## src/rtl/mc_ctrl_if.sv

```systemverilog
// Bus between the multicycle controller and its datapath: instruction fields
// and status come in, and strobes, selects and status go out.
interface mc_ctrl_if;
   logic [5:0]  Op;
   logic [5:0]  Funct;
   logic        Zero;
   logic        mem_ready;
   logic        PCWrite;
   logic        IRWrite;
   logic        RegWrite;
   logic        MemRead;
   logic        MemWrite;
   logic        EXTOp;
   logic        ALUSrc;
   logic [3:0]  ALUOp;
   logic [1:0]  NPCOp;
   logic [1:0]  GPRSel;
   logic [1:0]  WDSel;
   logic [2:0]  state;
   logic        halted;
   logic [31:0] instr_cnt;

   modport master (
      input  Op, Funct, Zero, mem_ready,
      output PCWrite, IRWrite, RegWrite, MemRead, MemWrite, EXTOp, ALUSrc,
             ALUOp, NPCOp, GPRSel, WDSel, state, halted, instr_cnt
   );

   modport slave (
      output Op, Funct, Zero, mem_ready,
      input  PCWrite, IRWrite, RegWrite, MemRead, MemWrite, EXTOp, ALUSrc,
             ALUOp, NPCOp, GPRSel, WDSel, state, halted, instr_cnt
   );
endinterface

```

## src/rtl/mc_ctrl.sv

```systemverilog
// Multicycle MIPS-subset controller: FETCH/DECODE/EXEC/MEM/WB sequencing with a sticky HALT.
// Define MC_CTRL_PERF_CNT_EN to enable the retired-instruction counter on instr_cnt.
module mc_ctrl (
   input  logic         clk,
   input  logic         rstn,
   mc_ctrl_if.master    bus
);
   typedef enum logic [2:0] {
      S_FETCH = 3'b000, S_DECODE = 3'b001, S_EXEC = 3'b010,
      S_MEM   = 3'b011, S_WB     = 3'b100, S_HALT = 3'b111
   } state_t;

   typedef enum logic [3:0] {
      I_ILLEGAL = 4'd0, I_RALU = 4'd1, I_IALU = 4'd2, I_LW  = 4'd3, I_SW   = 4'd4,
      I_BEQ     = 4'd5, I_J    = 4'd6, I_JAL  = 4'd7, I_JR  = 4'd8, I_JALR = 4'd9
   } kind_t;

   localparam logic [3:0] ALU_NOP = 4'b0000, ALU_ADD = 4'b0001, ALU_SUB  = 4'b0010,
                          ALU_AND = 4'b0011, ALU_OR  = 4'b0100, ALU_SLT  = 4'b0101,
                          ALU_SLTU = 4'b0110, ALU_NOR = 4'b0111, ALU_LUI = 4'b1001;
   localparam logic [1:0] NPC_PLUS4 = 2'b00, NPC_BRANCH = 2'b01, NPC_JUMP = 2'b10, NPC_JUMPR = 2'b11;
   localparam logic [1:0] GPR_RD = 2'b00, GPR_RT = 2'b01, GPR_R31 = 2'b10;
   localparam logic [1:0] WD_ALU = 2'b00, WD_MEM = 2'b01, WD_PC = 2'b10;

   state_t     state_r;
   kind_t      kind_s;
   logic [3:0] dec_alu_s;
   logic       dec_src_s, dec_ext_s;
   logic       pc_write_s, ir_write_s, reg_write_s, mem_read_s, mem_write_s;
   logic       ext_op_s, alu_src_s;
   logic [3:0] alu_op_s;
   logic [1:0] npc_op_s, gpr_sel_s, wd_sel_s;

   // Classify the instruction held in IR and pick its ALU operation and operand controls.
   always_comb begin
      kind_s    = I_ILLEGAL;
      dec_alu_s = ALU_NOP;
      dec_src_s = 1'b0;
      dec_ext_s = 1'b0;
      case (bus.Op)
         6'b000000: begin
            case (bus.Funct)
               6'b100000, 6'b100001: begin kind_s = I_RALU; dec_alu_s = ALU_ADD;  end
               6'b100010, 6'b100011: begin kind_s = I_RALU; dec_alu_s = ALU_SUB;  end
               6'b100100:            begin kind_s = I_RALU; dec_alu_s = ALU_AND;  end
               6'b100101:            begin kind_s = I_RALU; dec_alu_s = ALU_OR;   end
               6'b100111:            begin kind_s = I_RALU; dec_alu_s = ALU_NOR;  end
               6'b101010:            begin kind_s = I_RALU; dec_alu_s = ALU_SLT;  end
               6'b101011:            begin kind_s = I_RALU; dec_alu_s = ALU_SLTU; end
               6'b001000:            kind_s = I_JR;
               6'b001001:            kind_s = I_JALR;
               default:              kind_s = I_ILLEGAL;
            endcase
         end
         6'b001000: begin kind_s = I_IALU; dec_alu_s = ALU_ADD; dec_src_s = 1'b1; dec_ext_s = 1'b1; end
         6'b001101: begin kind_s = I_IALU; dec_alu_s = ALU_OR;  dec_src_s = 1'b1; end
         6'b001100: begin kind_s = I_IALU; dec_alu_s = ALU_AND; dec_src_s = 1'b1; dec_ext_s = 1'b1; end
         6'b001010: begin kind_s = I_IALU; dec_alu_s = ALU_SLT; dec_src_s = 1'b1; dec_ext_s = 1'b1; end
         6'b001111: begin kind_s = I_IALU; dec_alu_s = ALU_LUI; dec_src_s = 1'b1; dec_ext_s = 1'b1; end
         6'b100011: begin kind_s = I_LW;   dec_alu_s = ALU_ADD; dec_src_s = 1'b1; dec_ext_s = 1'b1; end
         6'b101011: begin kind_s = I_SW;   dec_alu_s = ALU_ADD; dec_src_s = 1'b1; dec_ext_s = 1'b1; end
         6'b000100: begin kind_s = I_BEQ;  dec_alu_s = ALU_SUB; end
         6'b000010: kind_s = I_J;
         6'b000011: kind_s = I_JAL;
         default:   kind_s = I_ILLEGAL;
      endcase
   end

   // State sequencing; reset wins over every transition, including HALT and a pending MEM access.
   always_ff @(posedge clk) begin
      if (!rstn) begin
         state_r <= S_FETCH;
      end else begin
         case (state_r)
            S_FETCH:  state_r <= S_DECODE;
            S_DECODE: begin
               case (kind_s)
                  I_ILLEGAL:               state_r <= S_HALT;
                  I_J, I_JAL, I_JR, I_JALR: state_r <= S_FETCH;
                  default:                 state_r <= S_EXEC;
               endcase
            end
            S_EXEC: begin
               case (kind_s)
                  I_BEQ:       state_r <= S_FETCH;
                  I_LW, I_SW:  state_r <= S_MEM;
                  default:     state_r <= S_WB;
               endcase
            end
            S_MEM: begin
               if (bus.mem_ready) state_r <= (kind_s == I_LW) ? S_WB : S_FETCH;
               else               state_r <= S_MEM;
            end
            S_WB:    state_r <= S_FETCH;
            S_HALT:  state_r <= S_HALT;
            default: state_r <= S_FETCH;
         endcase
      end
   end

   // Per-state control decode; anything a state does not drive stays at zero / NOP / 00.
   always_comb begin
      pc_write_s  = 1'b0;
      ir_write_s  = 1'b0;
      reg_write_s = 1'b0;
      mem_read_s  = 1'b0;
      mem_write_s = 1'b0;
      ext_op_s    = 1'b0;
      alu_src_s   = 1'b0;
      alu_op_s    = ALU_NOP;
      npc_op_s    = NPC_PLUS4;
      gpr_sel_s   = GPR_RD;
      wd_sel_s    = WD_ALU;
      case (state_r)
         S_FETCH: ir_write_s = 1'b1;
         S_DECODE: begin
            case (kind_s)
               I_J:    begin pc_write_s = 1'b1; npc_op_s = NPC_JUMP; end
               I_JAL:  begin pc_write_s = 1'b1; npc_op_s = NPC_JUMP; reg_write_s = 1'b1;
                             gpr_sel_s = GPR_R31; wd_sel_s = WD_PC; end
               I_JR:   begin pc_write_s = 1'b1; npc_op_s = NPC_JUMPR; end
               I_JALR: begin pc_write_s = 1'b1; npc_op_s = NPC_JUMPR; reg_write_s = 1'b1;
                             gpr_sel_s = GPR_RD; wd_sel_s = WD_PC; end
               default: pc_write_s = 1'b0;
            endcase
         end
         S_EXEC: begin
            alu_op_s  = dec_alu_s;
            alu_src_s = dec_src_s;
            ext_op_s  = dec_ext_s;
            if (kind_s == I_BEQ) begin
               pc_write_s = 1'b1;
               npc_op_s   = bus.Zero ? NPC_BRANCH : NPC_PLUS4;
            end else begin
               pc_write_s = 1'b0;
            end
         end
         S_MEM: begin
            mem_read_s  = (kind_s == I_LW);
            mem_write_s = (kind_s == I_SW);
            if (bus.mem_ready && (kind_s == I_SW)) pc_write_s = 1'b1;
            else                                   pc_write_s = 1'b0;
         end
         S_WB: begin
            reg_write_s = 1'b1;
            pc_write_s  = 1'b1;
            if (kind_s == I_LW) begin
               wd_sel_s  = WD_MEM;
               gpr_sel_s = GPR_RT;
            end else if (kind_s == I_RALU) begin
               gpr_sel_s = GPR_RD;
            end else begin
               gpr_sel_s = GPR_RT;
            end
         end
         default: pc_write_s = 1'b0;
      endcase
   end

   // Strobes are held low while reset is asserted, whatever the state register holds.
   assign bus.PCWrite  = pc_write_s  & rstn;
   assign bus.IRWrite  = ir_write_s  & rstn;
   assign bus.RegWrite = reg_write_s & rstn;
   assign bus.MemRead  = mem_read_s  & rstn;
   assign bus.MemWrite = mem_write_s & rstn;
   assign bus.EXTOp    = ext_op_s;
   assign bus.ALUSrc   = alu_src_s;
   assign bus.ALUOp    = alu_op_s;
   assign bus.NPCOp    = npc_op_s;
   assign bus.GPRSel   = gpr_sel_s;
   assign bus.WDSel    = wd_sel_s;
   assign bus.state    = state_r;
   assign bus.halted   = (state_r == S_HALT);

`ifdef MC_CTRL_PERF_CNT_EN
   logic [31:0] instr_cnt_r;

   // Retired-instruction counter: one PCWrite per instruction, wraps naturally.
   always_ff @(posedge clk) begin
      if (!rstn)           instr_cnt_r <= 32'd0;
      else if (pc_write_s) instr_cnt_r <= instr_cnt_r + 32'd1;
      else                 instr_cnt_r <= instr_cnt_r;
   end

   assign bus.instr_cnt = instr_cnt_r;
`else
   assign bus.instr_cnt = 32'd0;
`endif
endmodule

```

## src/flat_wrapper.sv

```systemverilog
// flat-port wrapper written by rule: the top's interface ports become plain ports
module mc_ctrl_flat 
  (clk, rstn, bus_Op, bus_Funct, bus_Zero, bus_mem_ready, bus_PCWrite, bus_IRWrite, bus_RegWrite, bus_MemRead, bus_MemWrite, bus_EXTOp, bus_ALUSrc, bus_ALUOp, bus_NPCOp, bus_GPRSel, bus_WDSel, bus_state, bus_halted, bus_instr_cnt);
  mc_ctrl_if bus_i ();
  input  logic clk;
  input  logic rstn;
  input wire logic [$bits(bus_i.Op)-1:0] bus_Op;
  input wire logic [$bits(bus_i.Funct)-1:0] bus_Funct;
  input wire logic [$bits(bus_i.Zero)-1:0] bus_Zero;
  input wire logic [$bits(bus_i.mem_ready)-1:0] bus_mem_ready;
  output wire logic [$bits(bus_i.PCWrite)-1:0] bus_PCWrite;
  output wire logic [$bits(bus_i.IRWrite)-1:0] bus_IRWrite;
  output wire logic [$bits(bus_i.RegWrite)-1:0] bus_RegWrite;
  output wire logic [$bits(bus_i.MemRead)-1:0] bus_MemRead;
  output wire logic [$bits(bus_i.MemWrite)-1:0] bus_MemWrite;
  output wire logic [$bits(bus_i.EXTOp)-1:0] bus_EXTOp;
  output wire logic [$bits(bus_i.ALUSrc)-1:0] bus_ALUSrc;
  output wire logic [$bits(bus_i.ALUOp)-1:0] bus_ALUOp;
  output wire logic [$bits(bus_i.NPCOp)-1:0] bus_NPCOp;
  output wire logic [$bits(bus_i.GPRSel)-1:0] bus_GPRSel;
  output wire logic [$bits(bus_i.WDSel)-1:0] bus_WDSel;
  output wire logic [$bits(bus_i.state)-1:0] bus_state;
  output wire logic [$bits(bus_i.halted)-1:0] bus_halted;
  output wire logic [$bits(bus_i.instr_cnt)-1:0] bus_instr_cnt;
  assign bus_i.Op = bus_Op;
  assign bus_i.Funct = bus_Funct;
  assign bus_i.Zero = bus_Zero;
  assign bus_i.mem_ready = bus_mem_ready;
  assign bus_PCWrite = bus_i.PCWrite;
  assign bus_IRWrite = bus_i.IRWrite;
  assign bus_RegWrite = bus_i.RegWrite;
  assign bus_MemRead = bus_i.MemRead;
  assign bus_MemWrite = bus_i.MemWrite;
  assign bus_EXTOp = bus_i.EXTOp;
  assign bus_ALUSrc = bus_i.ALUSrc;
  assign bus_ALUOp = bus_i.ALUOp;
  assign bus_NPCOp = bus_i.NPCOp;
  assign bus_GPRSel = bus_i.GPRSel;
  assign bus_WDSel = bus_i.WDSel;
  assign bus_state = bus_i.state;
  assign bus_halted = bus_i.halted;
  assign bus_instr_cnt = bus_i.instr_cnt;
  mc_ctrl u_core (.clk(clk), .rstn(rstn), .bus(bus_i));
endmodule
```

## config.mk

```make
export PLATFORM = sky130hd
export DESIGN_NAME = mc_ctrl_flat
export DESIGN_NICKNAME = d
export VERILOG_FILES = /design/src/rtl/mc_ctrl_if.sv /design/src/rtl/mc_ctrl.sv /design/src/flat_wrapper.sv
export SDC_FILE = /design/constraint.sdc
export NUM_CORES = 1
export LEC_CHECK = 0
export ABC_CLOCK_PERIOD_IN_PS = 2300
export CORE_MARGIN = 2
export CORE_UTILIZATION = 60
export CTS_CLUSTER_DIAMETER = 200
export DETAILED_ROUTE_END_ITERATION = 10
export DONT_BUFFER_PORTS = 1
export PLACE_DENSITY = 0.73
export SYNTH_ARGS = -nofsm -noshare
export SYNTH_HDL_FRONTEND = slang
export SYNTH_SLANG_ARGS = --single-unit
```

## constraint.sdc

```tcl
create_clock -name clk -period 2.3 [get_ports clk]
set_input_delay 0.46 -clock clk [delete_from_list [all_inputs] [get_ports clk]]
set_output_delay 0.46 -clock clk [all_outputs]
set_load 0.01 [all_outputs]
```

==> flow_summary.ini <==
[run_status]
outcome = finished clean

[synthesis]
synth_cells = 165
synth_area_um2 = 1100
synth_cell_types = 50
synth-edff-count = 0
synthFlopType = dfxtp_1
async_flop_share_pct = 0
synth.avg_cell_area_um2 = 6.67
synth.yosys.seq_area_share_pct = 5.45
yosys_register_bits = 3
yosysWarnings = 0

[drt]
drtIter0Drc = 22
drcViolationCount = 0
drtAntennaViolNets = 0
wl_um = 2320
drt_pre_antenna_iters = 4
wl_per_cell_um = 12.5
via_per_inst = 5.69
vias = 1058

[cts]
cts.sinks = 3
cts_made_buffers = 3
root_buffer = clkbuf_4
cts_resized = 0
ctsHoldBuffers = 0
post_cts_buffers = 0
clkTransAtPathRegs_ps = 40
clockBufferDepth = 2
htreeDepth = 1
clkLatencyLatePin_ps = 230
cts_tree = built

[floorplanning]
die_h_um = 46.8
fp.dieW_um = 46.8
initial_utilization_pct = 63.8
core_area_um2 = 1730
die-area_um2 = 2190
num_rows = 15
pin_count = 69

[placement]
dp_slack_ps = 6.55
place_congestion = 0.863
detailed_place_hpwl_um = 1860
port_buffers = 0
dpl.cell_count = 182

[finish]
diodes = 0
nets = 178
utilization_pct = 59.3
final_cells = 186
syn_to_final_growth_pct = -7.05
drive_gt1_share_pct = 10.6
largest_register_ffs = 3

[global_routing]
grt_overflow = 0
antenna_found_initial = 0
grt_pass1_wl_um = 3150
grt_max_degree = 16
grt_pass1_vias = 774
grt_util_all_layers_pct = 19.3

[critical_path]
crit_arrival_ps = 1840
start_kind = input port
cp-startpoint = bus_Op[3]
r2r-end = u_core.bus.state[2]
cp.depth = 5
worst-path-buf-inv = 0
worstSetupEndpointType = output port
rr_worst_depth = 4
cpMaxStageDelayCell = or4_4
path_class = input port to output port
timing.rr.start = u_core.bus.state[0]
path_max_fanout = 12
path_cells = or4_4 -> nor4_4 -> nor2_2 -> nor3b_2 -> o311a_1
cpPeakStageDelay_ps = 560
path_delay_family = simple AND/OR/NAND/NOR gates
crit_required_ps = 1840
reg2reg_slack_ps = 630
crit_path_end = bus_PCWrite

[sta]
fin_skew_ps = 2.42
slew_viol_final = 0
whs_ps = 349
maxSlewHeadroom_pct = 62.5
clock.fmax_mhz = 436
hold_viol = 0
setup_slack_ps = 4.43
setup_viol = 0
min_period_ps = 2300
finalCritPeriodShare_pct = 99.8
rsz0062_at_grt = true
worstMarginPinSlew_ps = 558

[worst_hold_path]
hp-start = rstn
hold_path.class = input port to register

[run]
maxCapViolCount = 0

[power]
ir_drop_mv = 0.694
total_power_w = 0.000544
p_leak_nw = 0.437
p_per_area_nw_per_um2 = 531
==> cells by family after synthesis <==
| logic type | count (synthesis) | synth area share, % |
|---|---|---|
| and+or+nand+nor | 70 | 37.6 |
| adders and majority gates | 1 | 0.909 |
| muxes | 1 | 1.02 |
| other | 1 | 0.341 |
| buffers and inverters | 48 | 27.8 |
| DFF | 3 | 5.45 |
| AOI/OAI and AO/OA | 41 | 26.8 |
==> report_power, final <==
| group | total [W] | switching, W | internal, W | leakage, nW |
|---|---|---|---|---|
| logic | 0.000371 | 0.000227 | 0.000144 | 0.397 |
| clock network | 0.0000895 | 0.0000246 | 0.0000648 | 0.0150 |
| registers | 0.0000836 | 0.00000958 | 0.0000740 | 0.0248 |
==> cells in the mapped netlist, drive strengths merged (3+ instances only) <==
library cell	instances	area, µm²
nand2	12	45.0
nand3	4	20.0
nor2b	7	43.8
nor4b	3	32.5
a21oi	9	45.0
dfxtp	3	60.1
a21o	3	22.5
buf	37	265
nor2	17	63.8
o21ai	5	25.0
a211o	3	26.3
nand2b	7	43.8
clkbuf	6	22.5
inv	5	18.8
nor3	6	30.0
==> how the worst min path moves through the flow <==
stage | cells past startpoint | slack [ps] | to
global placement | 1 | 580 | u_core.bus.state[0]
global route | 2 | 350 | u_core.bus.state[1]
CTS | 1 | 340 | u_core.bus.state[0]
detailed placement | 1 | 580 | u_core.bus.state[0]
floorplan | 1 | 570 | u_core.bus.state[0]
finish | 1 | 350 | u_core.bus.state[0]
==> cell type report <==
| class | count | area (µm²) |
|---|---|---|
| flip-flops and latches | 3 | 60.1 |
| fillers | 170 | 703 |
| multi-input cells | 145 | 857 |
| inverters | 5 | 18.8 |
| repair buffers | 4 | 30.0 |
| clock buffers | 4 | 26.3 |
| well taps | 25 | 31.3 |
==> routing by layer <==
layer  GRT usage [%]  up-vias  wire length (µm)
met5               0        -                 0
met4            8.33        0                17
met3            1.92        2               226
met2            36.2       59              1180
met1            21.8      484               896
li1                -      513                 -
==> layout by cell type (no fill, tap or decap), drive strengths merged, types with 3 or more instances in the layout <==
cell type	count
nand2	12
dfxtp	3
buf	4
clkbuf	4
o21ai	5
nor4b	3
a21oi	9
nor3	6
nand3	4
conb	32
nor2	17
nor2b	7
a211o	3
nand2b	7
a21o	3
inv	5
==> worst register-to-register path, delay by kind of cell, from the launching register on <==
kind	cells	cell delay (ps)
AND/OR/NAND/NOR	4	1290
flip-flops	1	320
==> per-stage QoR <==
| step | area [µm²] | TNS (ps) |
|---|---|---|
| 2_1_floorplan | 1220 | 0 |
| 3_3_place_gp | 991 | 0 |
| 3_5_place_dp | 991 | 0 |
| 4_1_cts | 1020 | 0 |
| 5_1_grt | 1020 | -78.8 |
| 6_report | 1020 | 0 |
(Power assumes the default switching activity.)
